**src/rtl/seven_seg_controlled_decoder_if.sv**
```systemverilog
`default_nettype none
// ============================================================================
//  Module      : seven_seg_controlled_decoder_if
//  Description : Word-in / frame-out signal bundle for the controlled
//                seven-segment decoder.
//  Revision    : 1.0  initial release
// ============================================================================
interface seven_seg_controlled_decoder_if;
    logic        i_Valid;
    logic [15:0] i_7SegControlled;
    logic        o_Ready;
    logic [31:0] o_Frame;
    logic        o_FrameValid;
    logic        i_FrameAck;
    logic [3:0]  o_DigitMask;
    logic [1:0]  o_Error;
    logic        i_ErrClr;

    modport slave (
        input  i_Valid,
        input  i_7SegControlled,
        input  i_FrameAck,
        input  i_ErrClr,
        output o_Ready,
        output o_Frame,
        output o_FrameValid,
        output o_DigitMask,
        output o_Error
    );

    modport master (
        output i_Valid,
        output i_7SegControlled,
        output i_FrameAck,
        output i_ErrClr,
        input  o_Ready,
        input  o_Frame,
        input  o_FrameValid,
        input  o_DigitMask,
        input  o_Error
    );
endinterface
`default_nettype wire

```
**src/rtl/seven_seg_controlled_decoder.sv**
```systemverilog
`default_nettype none
// ============================================================================
//  Module      : seven_seg_controlled_decoder
//  Description : Collects four controlled seven-segment words into a 32-bit
//                frame and hands it downstream with a valid/ack handshake.
//  Revision    : 1.0  initial release
// ============================================================================
module seven_seg_controlled_decoder #(
    parameter int unsigned TIMEOUT_CYCLES = 1023
) (
    input  logic                          i_Clk,
    input  logic                          i_Rst_n,
    seven_seg_controlled_decoder_if.slave bus
);

    typedef enum logic [0:0] {
        ST_COLLECT = 1'b0,
        ST_PRESENT = 1'b1
    } state_t;

    // Timer value seen on the edge that completes TIMEOUT_CYCLES idle cycles
    localparam logic [15:0] c_TIMER_LAST = 16'(TIMEOUT_CYCLES - 1);

    state_t      r_state;
    state_t      w_state_next;
    logic        w_ready;
    logic        w_frame_valid;

    logic [7:0]  r_shadow [4];
    logic [3:0]  r_mask;
    logic [15:0] r_timer;
    logic [31:0] r_frame;
    logic [1:0]  r_error;

    logic [7:0]  w_seg;
    logic [7:0]  w_sel;
    logic        w_sel_ok;
    logic [1:0]  w_sel_pos;
    logic [3:0]  w_pos_onehot;
    logic [3:0]  w_mask_merged;
    logic        w_accept;
    logic        w_good_accept;
    logic        w_bad_accept;
    logic        w_complete;
    logic        w_timer_run;
    logic        w_timeout;
    logic [31:0] w_frame_assembled;

    assign w_seg = bus.i_7SegControlled[15:8];
    assign w_sel = bus.i_7SegControlled[7:0];

    always_comb begin
        w_sel_ok  = 1'b1;
        w_sel_pos = 2'd0;
        case (w_sel)
            8'h40:   w_sel_pos = 2'd0;
            8'h20:   w_sel_pos = 2'd1;
            8'h08:   w_sel_pos = 2'd2;
            8'h04:   w_sel_pos = 2'd3;
            default: w_sel_ok  = 1'b0;
        endcase
    end

    assign w_pos_onehot  = 4'b0001 << w_sel_pos;
    assign w_accept      = bus.i_Valid && (r_state == ST_COLLECT);
    assign w_good_accept = w_accept && w_sel_ok;
    assign w_bad_accept  = w_accept && !w_sel_ok;
    assign w_mask_merged = r_mask | w_pos_onehot;
    assign w_complete    = w_good_accept && (w_mask_merged == 4'hF);

    // A valid accept on the expiry edge restarts the window instead of timing out
    assign w_timer_run   = (r_state == ST_COLLECT) && (r_mask != 4'h0);
    assign w_timeout     = w_timer_run && !w_good_accept && (r_timer == c_TIMER_LAST);

    generate
        for (genvar g = 0; g < 4; g++) begin : g_frame_byte
            assign w_frame_assembled[8*g +: 8] =
                (w_good_accept && (w_sel_pos == 2'(g))) ? w_seg : r_shadow[g];
        end
    endgenerate

    // ------------------------------------------------------------------
    // Control FSM
    // ------------------------------------------------------------------
    always_ff @(posedge i_Clk or negedge i_Rst_n) begin
        if (!i_Rst_n) begin
            r_state <= ST_COLLECT;
        end else begin
            r_state <= w_state_next;
        end
    end

    always_comb begin
        w_state_next  = r_state;
        w_ready       = 1'b0;
        w_frame_valid = 1'b0;
        case (r_state)
            ST_COLLECT: begin
                w_ready = 1'b1;
                if (bus.i_Valid && w_sel_ok && (w_mask_merged == 4'hF)) begin
                    w_state_next = ST_PRESENT;
                end
            end
            ST_PRESENT: begin
                w_frame_valid = 1'b1;
                if (bus.i_FrameAck) begin
                    w_state_next = ST_COLLECT;
                end
            end
            default: begin
                w_state_next = ST_COLLECT;
            end
        endcase
    end

    // ------------------------------------------------------------------
    // Datapath
    // ------------------------------------------------------------------
    always_ff @(posedge i_Clk or negedge i_Rst_n) begin
        if (!i_Rst_n) begin
            for (int i = 0; i < 4; i++) begin
                r_shadow[i] <= 8'h00;
            end
        end else if (w_good_accept) begin
            r_shadow[w_sel_pos] <= w_seg;
        end
    end

    always_ff @(posedge i_Clk or negedge i_Rst_n) begin
        if (!i_Rst_n) begin
            r_mask <= 4'h0;
        end else if (w_complete || w_timeout) begin
            r_mask <= 4'h0;
        end else if (w_good_accept) begin
            r_mask <= w_mask_merged;
        end
    end

    always_ff @(posedge i_Clk or negedge i_Rst_n) begin
        if (!i_Rst_n) begin
            r_timer <= 16'h0000;
        end else if (w_good_accept || w_timeout || !w_timer_run) begin
            r_timer <= 16'h0000;
        end else begin
            r_timer <= r_timer + 16'h0001;
        end
    end

    always_ff @(posedge i_Clk or negedge i_Rst_n) begin
        if (!i_Rst_n) begin
            r_frame <= 32'h0000_0000;
        end else if (w_complete) begin
            r_frame <= w_frame_assembled;
        end
    end

    // New error events take priority over a simultaneous clear
    always_ff @(posedge i_Clk or negedge i_Rst_n) begin
        if (!i_Rst_n) begin
            r_error <= 2'b00;
        end else begin
            r_error <= (bus.i_ErrClr ? 2'b00 : r_error) | {w_timeout, w_bad_accept};
        end
    end

    assign bus.o_Ready      = w_ready;
    assign bus.o_FrameValid = w_frame_valid;
    assign bus.o_Frame      = r_frame;
    assign bus.o_DigitMask  = r_mask;
    assign bus.o_Error      = r_error;

endmodule
`default_nettype wire

```
**src/flat_wrapper.sv**
```systemverilog
// flat-port wrapper written by rule: the top's interface ports become plain ports
module seven_seg_controlled_decoder_flat 
#(
    parameter int unsigned TIMEOUT_CYCLES = 1023
)
  (i_Clk, i_Rst_n, bus_i_Valid, bus_i_7SegControlled, bus_i_FrameAck, bus_i_ErrClr, bus_o_Ready, bus_o_Frame, bus_o_FrameValid, bus_o_DigitMask, bus_o_Error);
  seven_seg_controlled_decoder_if bus_i ();
  input  logic i_Clk;
  input  logic i_Rst_n;
  input wire logic [$bits(bus_i.i_Valid)-1:0] bus_i_Valid;
  input wire logic [$bits(bus_i.i_7SegControlled)-1:0] bus_i_7SegControlled;
  input wire logic [$bits(bus_i.i_FrameAck)-1:0] bus_i_FrameAck;
  input wire logic [$bits(bus_i.i_ErrClr)-1:0] bus_i_ErrClr;
  output wire logic [$bits(bus_i.o_Ready)-1:0] bus_o_Ready;
  output wire logic [$bits(bus_i.o_Frame)-1:0] bus_o_Frame;
  output wire logic [$bits(bus_i.o_FrameValid)-1:0] bus_o_FrameValid;
  output wire logic [$bits(bus_i.o_DigitMask)-1:0] bus_o_DigitMask;
  output wire logic [$bits(bus_i.o_Error)-1:0] bus_o_Error;
  assign bus_i.i_Valid = bus_i_Valid;
  assign bus_i.i_7SegControlled = bus_i_7SegControlled;
  assign bus_i.i_FrameAck = bus_i_FrameAck;
  assign bus_i.i_ErrClr = bus_i_ErrClr;
  assign bus_o_Ready = bus_i.o_Ready;
  assign bus_o_Frame = bus_i.o_Frame;
  assign bus_o_FrameValid = bus_i.o_FrameValid;
  assign bus_o_DigitMask = bus_i.o_DigitMask;
  assign bus_o_Error = bus_i.o_Error;
  seven_seg_controlled_decoder #(.TIMEOUT_CYCLES(TIMEOUT_CYCLES)) u_core (.i_Clk(i_Clk), .i_Rst_n(i_Rst_n), .bus(bus_i));
endmodule
```
**config.mk**
```make
export PLATFORM = sky130hd
export DESIGN_NAME = seven_seg_controlled_decoder_flat
export DESIGN_NICKNAME = d
export VERILOG_FILES = /design/src/rtl/seven_seg_controlled_decoder_if.sv /design/src/rtl/seven_seg_controlled_decoder.sv /design/src/flat_wrapper.sv
export SDC_FILE = /design/constraint.sdc
export NUM_CORES = 1
export LEC_CHECK = 0
export ABC_AREA = 1
export ABC_CLOCK_PERIOD_IN_PS = 4200
export BUFFER_PORTS_ARGS = -buffer_cell sky130_fd_sc_hd__buf_4
export CAP_MARGIN = 20
export CELL_PAD_IN_SITES_DETAIL_PLACEMENT = 0
export CELL_PAD_IN_SITES_GLOBAL_PLACEMENT = 1
export CORE_MARGIN = 10
export CORE_UTILIZATION = 40
export CTS_CLUSTER_DIAMETER = 200
export DETAILED_ROUTE_END_ITERATION = 16
export PLACE_DENSITY_LB_ADDON = 0.1
export SYNTH_ARGS = -nofsm -noshare
export SYNTH_HDL_FRONTEND = slang
export SYNTH_SLANG_ARGS = --single-unit
```
**constraint.sdc**
```tcl
create_clock -name i_Clk -period 4.2 [get_ports i_Clk]
set_clock_uncertainty 0.2 [all_clocks]
set_input_delay 0 -clock i_Clk [delete_from_list [all_inputs] [get_ports i_Clk]]
set_output_delay 0 -clock i_Clk [all_outputs]
set_load 0.1 [all_outputs]
```
; ---- Word-level counts from Yosys, hierarchy flattened
; Index checks and enable logic that the tools add are counted.
[op_classes]
add_sub_neg = 1
order_cmp = 2
n_eq_ne = 9
shift = 1
mux = 18
bitwise_logic = 4
reduce_logical = 24
[ops]
columns = operator, n
row1 = 8-bit two-way mux, 5
row2 = 32-bit bitwise mux, 1
row3 = 16-bit by 1-bit adder with 16-bit output (second input constant), 1
row4 = 8-bit demux with 2-bit select, 1
row5 = 16-bit by 10-bit == test with 1-bit output (second input constant), 1
row6 = 16-bit two-way mux, 1
row7 = 1-bit logical AND, 14
row8 = 8-bit by 3-bit == test with 1-bit output (second input constant), 1
row9 = 8-bit by 4-bit == test with 1-bit output (second input constant), 1
row10 = 8-bit by 6-bit == test with 1-bit output (second input constant), 1
row11 = 8-bit by 7-bit == test with 1-bit output (second input constant), 1
row12 = 4-bit two-way mux, 2
row13 = 2-bit case mux with 3 select lines, 1
row14 = 1-bit two-way mux, 5
row15 = 2-bit == test (second input constant), 2
row16 = 4-bit == test (second input constant), 1
row17 = 4-bit OR, 1
row18 = 4-bit nonzero test, 1
row19 = 4-bit OR reduction, 1
row20 = 1-bit by 2-bit << shifter with 4-bit output (first input constant), 1
row21 = 3-bit greater-or-equal comparator (second input constant), 1
row22 = 1-bit zero test, 3
row23 = 1-bit logical OR, 3
row24 = 3-bit by 1-bit < comparator with 1-bit output (second input constant), 1
row25 = other kinds (8), 8
[totals]
register_bits = 87
input_bits = 21
output_inout_bits = 40
elab_cells = 68

; ---- Longest topological paths before layout
; Gate-level depths: netlist of run 1.
[depth]
ltp_word = 10
depth_mapped = 12
mapped_depth_nobuf = 11

; ---- Worst setup path before layout of run 1
; Ideal clock, no wire load.
[synth_path]
path_type = register to register
start = register u_core.r_state
end = register u_core.r_state
setup_ns = 0.147
arrival_time_ns = 2.344
required_ns = 3.853
path_slack_ns = 1.509
stages_incl_launch_ff = 9
synth_period_minus_slack_ns = 2.691
path_cell_list = dfrtp_1 inv_2 nand2_1 inv_2 nand2_2 inv_2 nand3_4 buf_4 o21ai_0
[synth_between]
elab_chain_len = 2
[synth_rtl]
columns = element, line
row1 = start: declaration, seven_seg_controlled_decoder.sv:24  ; state_t r_state;
row2 = start signal: assignment, seven_seg_controlled_decoder.sv:89  ; r_state <= w_state_next;
row3 = 1-bit inverter, seven_seg_controlled_decoder.sv:97  ; case (r_state)
row4 = 1-bit case mux with 2 select lines (*), seven_seg_controlled_decoder.sv:97
row5 = via u_core.w_state_next, seven_seg_controlled_decoder.sv:25  ; state_t w_state_next;
; Mark *: on every way through the listed nets, which the timed path passes. The rest lies on a longest branch.
; A chain may end at the register's enable or synchronous reset.

; ---- Worst setup path in the final report of run 1
[layout_path]
start = register u_core.r_state
end = register u_core.r_frame[2], in the netlist u_core.bus.o_Frame[2]
[layout_between]
elab_chain_len = 5
elab_cells_between_ends = 6
classes_between = mux (1) / bitwise (1) / reduce/logical (4)
[layout_rtl]
columns = element, line
row1 = 1-bit inverter (*), seven_seg_controlled_decoder.sv:65  ; assign w_accept = bus.i_Valid && (r_state == ST_COLLECT);
row2 = 1-bit logical AND (*), seven_seg_controlled_decoder.sv:65
row3 = 1-bit logical AND (*), seven_seg_controlled_decoder.sv:66  ; assign w_good_accept = w_accept && w_sel_ok;
row4 = 1-bit logical AND, seven_seg_controlled_decoder.sv:78  ; (w_good_accept && (w_sel_pos == 2'(g))) ? w_seg : r_shadow[g];
row5 = 8-bit two-way mux, seven_seg_controlled_decoder.sv:78
row6 = end signal: assignment, seven_seg_controlled_decoder.sv:153  ; r_frame <= w_frame_assembled;
row7 = end: declaration, seven_seg_controlled_decoder.sv:32  ; logic [31:0] r_frame;
; Every way passes the cells marked *; elsewhere a longest branch is shown, timed or not.

==> results of run 1 <==
-- stage by stage --
step | total power, mW | hold WS [ps] | cells | util (%)
floorplan | 0.968 | -496 | 457 | -
global placement | 1.03 | -70.5 | 640 | 46.2
detailed placement | 1.03 | -66.2 | 640 | 46.2
CTS | 1.64 | 52.1 | 667 | 49.4
global route | 1.69 | 123 | 667 | 49.4
finish | 1.61 | 55.9 | 667 | 49.4
-- state kept, by name (all words and copies together), names as in the netlist --
| register | count |
|---|---|
| u_core.r_shadow | 32 |
| u_core.bus.o_DigitMask | 4 |
| u_core.r_timer | 16 |
| u_core.r_state | 1 |
| u_core.bus.o_Frame | 32 |
| u_core.bus.o_Error | 2 |
-- final cells by class --
class	instances	area (um^2)	share of cell area (%)
clock buffers	12	155	3.23
clock inverters	3	42.5	0.884
inverters	70	268	5.57
multi-input cells	289	1420	29.6
flip-flops and latches	87	2180	45.3
well taps	133	166	3.46
repair buffers	73	578	12.0
-- cells in the mapped netlist (all sizes together) --
cell type / n / area share (%)
nor3b: 7 / 1.3
o21ai: 20 / 3.8
xor2: 1 / 0.22
ha: 2 / 0.63
or2: 1 / 0.16
nor2: 38 / 4.1
a21oi: 12 / 1.5
o21a: 9 / 1.7
inv: 68 / 6.6
clkinv: 2 / 0.19
nor3: 8 / 1.0
buf: 11 / 2.6
nand2: 152 / 15
a31oi: 1 / 0.16
nand3: 16 / 3.1
dfrtp: 87 / 55
xnor2: 1 / 0.22
o22ai: 2 / 0.32
nand4: 19 / 3.0
-- worst paths after layout --
check,depth (start not counted),startpoint,to,slack [ps]
max,9,u_core.r_state,u_core.bus.o_Frame[2],1690
min,2,i_Rst_n,u_core.bus.o_Frame[26],60
max reg2reg,9,u_core.r_state,u_core.bus.o_Frame[2],1690
min reg2reg,2,u_core.r_shadow[18],u_core.r_shadow[18],280
max in group asynchronous,3,i_Rst_n,u_core.bus.o_Frame[17],2870
min in group i_Clk,8,bus_i_7SegControlled[0],u_core.bus.o_DigitMask[1],70
-- cells in the final DEF, fill, tap and decap left out, types with 2 or more instances in the layout --
master / n
nor3b_1: 7
nor3_1: 8
a21oi_1: 12
nand2_2: 3
o21ai_0: 4
nand2_1: 149
nor2_1: 34
dlygate4sd3_1: 12
o21ai_2: 14
o22ai_1: 2
nand3_2: 6
ha_1: 2
inv_1: 58
nand4_1: 19
nor2_2: 2
dfrtp_1: 87
nand3_1: 9
inv_2: 9
o21a_1: 9
clkbuf_8: 11
nor2_4: 2
o21ai_1: 2
buf_4: 61
clkinv_1: 2
-- kinds of logic after synthesis --
group                      count (synthesis)  share of synthesized area (%)
adders and majority gates                  2                          0.630
buffers and inverters                     81                           9.33
xor gates and xnor gates                   2                          0.441
and+or+nand+nor                          241                           27.2
AOI/OAI and AO/OA                         44                           7.53
DFF                                       87                           54.8
-- per-layer routing --
metal,global-route usage [%],vias up
met5,0,-
met4,6.33,0
met3,3.38,13
met2,20.6,52
met1,17.0,1424
li1,-,1566
-- power by group through the flow --
stage	registers (mW)	logic, mW	clock network (mW)
after global routing	0.872	0.168	0.647
after detailed placement	0.887	0.144	0
after global placement	0.886	0.142	0
final	0.870	0.150	0.595
after floorplan	0.906	0.0618	0
after CTS	0.870	0.154	0.617
==> metrics.txt, run 1 <==
status=completed; CTS sink count=87; Design Area, Final=4810 um^2; Detail Route met2 WL=4240 um; Max Slew Vio Count=0; worst setup path category=flip-flop to flip-flop; DRT iter0 DRCs=151; Worst Tran Pin Value=776 ps; CTS buffer count=9; post-CTS setup repair buffer count=0; Top Layer Used=met4; routed via count=3055; Initial Utilization=40.8%; H-tree Lvls=3; switching power total=0.405 mW; P&R area growth vs syn=21.1%; sum of buffers and inverters on the critical path=4; Hold Buf Count CTS=12; vias in the first global route=3065; clock slew at reported path FFs=80 ps; FF+latch count, synth=87; M1 WL=4340 um; Clock power frac=36.8%; DIE HEIGHT=120 um; Final Hold Viols=0; CP cell instances=inv_2, nand2_1, inv_2, nand2_2, inv_2, nand3_4, inv_6, nand2_1, nand2_1; Setup WS post-layout=1690 ps; CTS max path bufs=2; fraction of layout cells with a size suffix above 1=21.3%; synth unique cells=31; Seq/Total Area, Yosys=54.8%; Routed WL=9240 um; Pre-antenna DRT Iters=5; Synth Warn #=0; ant diodes=0; CP required=4290 ps; grt ovf=0; Final ANT Viol Nets=0; largest net degree at the start of global routing=62; Slew HR=48.3%; gr usage total=13.3%; site row count=36; Power Internal=1.21 mW; wire per inst=13.9 um; Core Region=9730 um^2; CP top delay family=simple AND/OR/NAND/NOR gates; Routability Congestion=0.825; switch share=25.1%; CP Capture Type=flip-flop; final net count=553; first-pass GRT wire length=15300 um; RSZ-0062 raised after global routing=false; VDD IR-drop max=0.166 mV; delay of the slowest critical-path stage=510 ps; Arr. time, crit path=2600 ps; Power Density=336 nW/um^2; I/O Buffers=60; P_leak=2.56 nW; initial antenna violation count=0; post-cts resize count=0; final setup violation count=0; share of power burned in registers=53.9%; routed length on met3=477 um; Post-Syn Instances=457; Post-Syn Area=3970 um^2; Hold Path Class=primary input to async pin; Fillers=986; IO Pins=61; DP HPWL=6520 um; # DRC=0; CTS tree=done; placed cell area=4490 um^2; pre-CTS WS=1680 ps; insertion delay to the later sink of the worst-skew pair=360 ps; TNS Setup=0 ps; Vias/cell=4.58; Combinational Power Share=9.3%; fmax=398 MHz; final period utilization=59.8%; CP Launch Type=flip-flop; max-cap viol count=0; Mapped Nets=480; post-synthesis average cell area=8.69 um^2; Die ar.=14300 um^2; die width=120 um; Max Fanout on Critical Path=51; clock root cell=clkbuf_8; fin crit period=2510 ps; Slowest cell on crit path=nand3_4
Note: power is estimated with default switching activity, not from simulation.
==> inputs of run 2 (changes only) <==
ABC_CLOCK_PERIOD_IN_PS = 2029   (was 4200)
CORE_UTILIZATION = 38   (was 40)
clock period = 2.03 ns   (was 4.2 ns; I/O delays follow)
==> run 2 against run 1 <==
Effect of this change: flip-flop and latch count unchanged; first-iteration DRC count fell by 16%; critical path type unchanged; wire length up 2.9%; sequential share of layout area is 0.69 points lower; setup slack worse by 1500 ps; utilization decreased by 1.5 points; via count grew 2.1%; register-to-register slack got worse by 1500 ps; final cell count rose by 1.6%.
==> metrics.txt, run 2 (synthesis gave the netlist of run 1 again) <==
Overall Power=3.24 mW; I/O Buffers=60; worst setup path category=flip-flop to flip-flop; Pre-antenna DRT Iters=4; grt ovf=0; clock root cell=clkbuf_8; CTS sink count=87; fraction of layout cells with a size suffix above 1=23.2%; vias in the first global route=3144; Initial Utilization=38.8%; die width=122 um; Crit Reg-Reg Startpoint=u_core.r_state; TNS Setup=0 ps; pre-CTS WS=175 ps; Combinational Power Share=10.2%; largest net degree at the start of global routing=36; Reg-to-Reg End=u_core.bus.o_Frame[18]; Setup WS post-layout=149 ps; CP Capture Type=flip-flop; Hold Path Class=primary input to async pin; Max Fanout on Critical Path=35; Power Density=660 nW/um^2; Vias/cell=4.60; Arr. time, crit path=1910 ps; Worst Tran Pin Value=415 ps; status=completed; # DRC=0; switching power total=0.800 mW; fmax=532 MHz; CTS max path bufs=2; Max Slew Vio Count=0; IO Pins=61; final net count=563; RSZ-0062 raised after global routing=false; Final ANT Viol Nets=0; VDD IR-drop max=0.271 mV; P&R area growth vs syn=23.5%; insertion delay to the later sink of the worst-skew pair=350 ps; DRT iter0 DRCs=127; Clock power frac=34.3%; P_leak=2.60 nW; gr usage total=13.7%; Worst R2R Path Depth=9; DP HPWL=6890 um; initial antenna violation count=0; final core occ=47.9%; Slew HR=72.3%; ant diodes=0; first-pass GRT wire length=16100 um; max-cap viol count=0; Die ar.=14900 um^2; routed via count=3120; Final Hold Viols=0; site row count=37; Hold Worst Slack=12.5 ps; R2R Setup Slk=150 ps; CP Launch Type=flip-flop; final period utilization=92.7%; DIE HEIGHT=122 um; Power Internal=2.44 mW; CTS tree=done; H-tree Lvls=3; CTS buffer count=9; wire per inst=14.0 um; final setup violation count=0; Worst Setup SP=u_core.r_state; Routability Congestion=0.808; Core Region=10200 um^2; Routed WL=9510 um; switch share=24.7%; post-CTS setup repair buffer count=0; commonest cells after routing, fill and taps aside=nand2_1 (148), dfrtp_1 (82), buf_4 (69), inv_1 (58), nor2_1 (34); CP required=2060 ps; clock slew at reported path FFs=80 ps; fin crit period=1880 ps; share of power burned in registers=55.6%; most common cell after layout, fill and taps aside=nand2_1
==> run 2: power groups by stage <==
| stage | registers, mW | logic, mW | clock network (mW) |
|---|---|---|---|
| CTS | 1.80 | 0.333 | 1.17 |
| global route | 1.80 | 0.371 | 1.24 |
| global placement | 1.83 | 0.302 | 0 |
| finish | 1.80 | 0.329 | 1.11 |
| detailed placement | 1.83 | 0.306 | 0 |
| floorplan | 1.88 | 0.128 | 0 |
==> run 2: stage by stage <==
step / cells / instance area [um^2]
after floorplan: 457 / 3990
after global placement: 651 / 4580
after detailed placement: 651 / 4580
after CTS: 678 / 4900
after global routing: 678 / 4900
final: 678 / 4900
==> run 2: what timing repair did <==
action,4_1_cts,5_1_grt
setup endpoints to repair,0,1
endpoints found under the hold margin,155,0
hold buffers,14,0
gates resized for setup,0,1
==> run 2: layer usage <==
| layer | vias to the layer above | wire (um) | global-route usage, % |
|---|---|---|---|
| met5 | - | 0 | 0 |
| met1 | 1447 | 4440 | 17.8 |
| met4 | 0 | 123 | 4.64 |
| met2 | 69 | 4350 | 21.0 |
| li1 | 1591 | - | - |
| met3 | 13 | 590 | 4.87 |
==> run 2: critical path, stage by stage (launching register included) <==
cell	delay, ps
dfrtp_4	530
inv_12	70
nand2_2	90
inv_2	80
nand2_2	90
inv_2	120
nand3_4	100
buf_4	270
nand2_1	130
o21ai_2	50
==> run 2: area by class of cell <==
class,count,area (um^2)
well taps,136,170
clock buffers,11,131
clock inverters,2,35.0
repair buffers,83,668
flip-flops and latches,87,2190
multi-input cells,289,1430
inverters,70,280
fillers,996,5330
==> run 2: how the worst max path moves through the flow <==
stage | to | slack (ps)
floorplan | u_core.bus.o_Frame[10] | 9
global placement | u_core.r_timer[2] | 180
detailed placement | u_core.bus.o_Frame[23] | 180
CTS | u_core.bus.o_Frame[18] | 160
global route | u_core.r_timer[14] | 7
finish | u_core.bus.o_Frame[18] | 150
==> inputs of run 3 (changes only) <==
ABC_CLOCK_PERIOD_IN_PS = 2450   (was 2029)
CORE_UTILIZATION = 40   (was 38)
clock period = 2.45 ns   (was 2.03 ns; I/O delays follow)
==> run 3 against run 2 <==
Effect of this change: register-to-register slack improved by 390 ps; combinational power fell by 20%; flip-flop and latch count unchanged; power is 9.1% lower; hold slack gained 5.1 ps; die area down 4.2%; clock power grew 7%; critical endpoint is now u_core.r_shadow[6].
==> metrics.txt, run 3 (synthesis gave the netlist of run 1 again) <==
largest net degree at the start of global routing=47; DP HPWL=6540 um; CTS max path bufs=2; Combinational Power Share=8.9%; Routability Congestion=0.765; CTS buffer count=9; Pre-antenna DRT Iters=4; Max Fanout on Critical Path=36; DIE HEIGHT=120 um; Overall Power=2.94 mW; Worst Tran Pin Value=665 ps; insertion delay to the later sink of the worst-skew pair=350 ps; CTS tree=done; Routed WL=9190 um; CP required=2770 ps; Power Density=599 nW/um^2; Top Layer Used=met4; Detail Route met2 WL=4100 um; die width=120 um; Core Region=9730 um^2; final setup violation count=0; initial antenna violation count=0; share of power burned in registers=50.6%; clock root cell=clkbuf_8; wire per inst=13.7 um; fmax=504 MHz; vias in the first global route=3020; I/O Buffers=60; Initial Utilization=40.8%; P_leak=2.61 nW; Arr. time, crit path=2310 ps; H-tree Lvls=3; Inst Count DP=643; Vias/cell=4.54; Slew HR=55.6%; switch share=24.0%; status=completed; Clock power frac=40.4%; worst setup path category=primary input to async pin; P&R area growth vs syn=23.8%; most common cell after layout, fill and taps aside=nand2_1; Fillers=989; clock slew at reported path FFs=90 ps; final period utilization=81.0%; final net count=558; switching power total=0.708 mW; M1 WL=4550 um; Layout Cells excl Fill=672; Power Internal=2.24 mW; Final ANT Viol Nets=0; routed length on met3=446 um; commonest cells after routing, fill and taps aside=nand2_1 (149), dfrtp_1 (86), buf_4 (62), inv_1 (58), nor2_1 (34); ant diodes=0; fin crit period=1980 ps; RSZ-0062 raised after global routing=false; Final Hold Viols=0; fraction of layout cells with a size suffix above 1=21.9%; first-pass GRT wire length=15700 um; grt ovf=0; CTS sink count=87; Die ar.=14300 um^2; Max Slew Vio Count=0; DRT iter0 DRCs=169; max-cap viol count=0; Hold Path Class=primary input to flip-flop; TNS Setup=0 ps; CP Capture Type=async pin; gr usage total=13.3%; VDD IR-drop max=0.348 mV; site row count=36; routed via count=3050; IO Pins=61; CP Launch Type=primary input; # DRC=0; post-CTS setup repair buffer count=0
## run 3: worst paths after layout
path                                     start                        end  slack [ps]  depth (start not counted)
max                                    i_Rst_n         u_core.r_shadow[6]         470                          4
min                                bus_i_Valid  u_core.bus.o_DigitMask[2]          20                          6
max reg2reg                     u_core.r_state     u_core.bus.o_Frame[21]         540                          6
min reg2reg                u_core.r_shadow[27]        u_core.r_shadow[27]         270                          2
max in group i_Clk              u_core.r_state     u_core.bus.o_Frame[21]         540                          6
min in group asynchronous              i_Rst_n      u_core.bus.o_Frame[5]         490                          3
## run 3: what timing repair did
action,in CTS,in global routing
hold endpoints to repair,154,0
hold buffers,14,0
resized for setup,0,0
## run 3: per-stage QoR
step	utilization (%)	worst slack (ps)	cell area [um^2]	hold slack, ps
after floorplan	-	8.96	3970	-496
after global placement	46.7	578	4540	-169
after detailed placement	46.7	521	4540	-165
after CTS	50.5	397	4910	9.24
after global routing	50.5	274	4910	69.9
final	50.5	466	4910	17.6
## run 3: final cells by class
type | count | area [um^2] | area share, %
clock buffer | 10 | 128 | 2.60
clock inverter | 5 | 106 | 2.16
inverter | 70 | 268 | 5.45
multi-input combinational | 289 | 1420 | 28.9
sequential | 87 | 2180 | 44.3
tap | 133 | 166 | 3.39
timing repair buffer | 78 | 646 | 13.1
## run 3: worst max-delay path, stage by stage
cell,delay [ps]
dlygate4sd3_1,510
dlygate4sd3_1,540
buf_4,420
dlygate4sd3_1,830
## run 3: layer usage
metal  global-route usage, %  up-vias
met4                    3.62        0
met2                    20.0       51
met5                       0        -
met3                    3.84        7
li1                        -     1580
met1                    18.3     1412
## run 3: power by group through the flow
stage | registers [mW] | clock network (mW) | logic, mW
6_report | 1.49 | 1.19 | 0.263
5_1_grt | 1.50 | 1.28 | 0.293
4_1_cts | 1.49 | 1.22 | 0.268
3_5_place_dp | 1.52 | 0 | 0.249
3_3_place_gp | 1.52 | 0 | 0.248
2_1_floorplan | 1.55 | 0 | 0.106
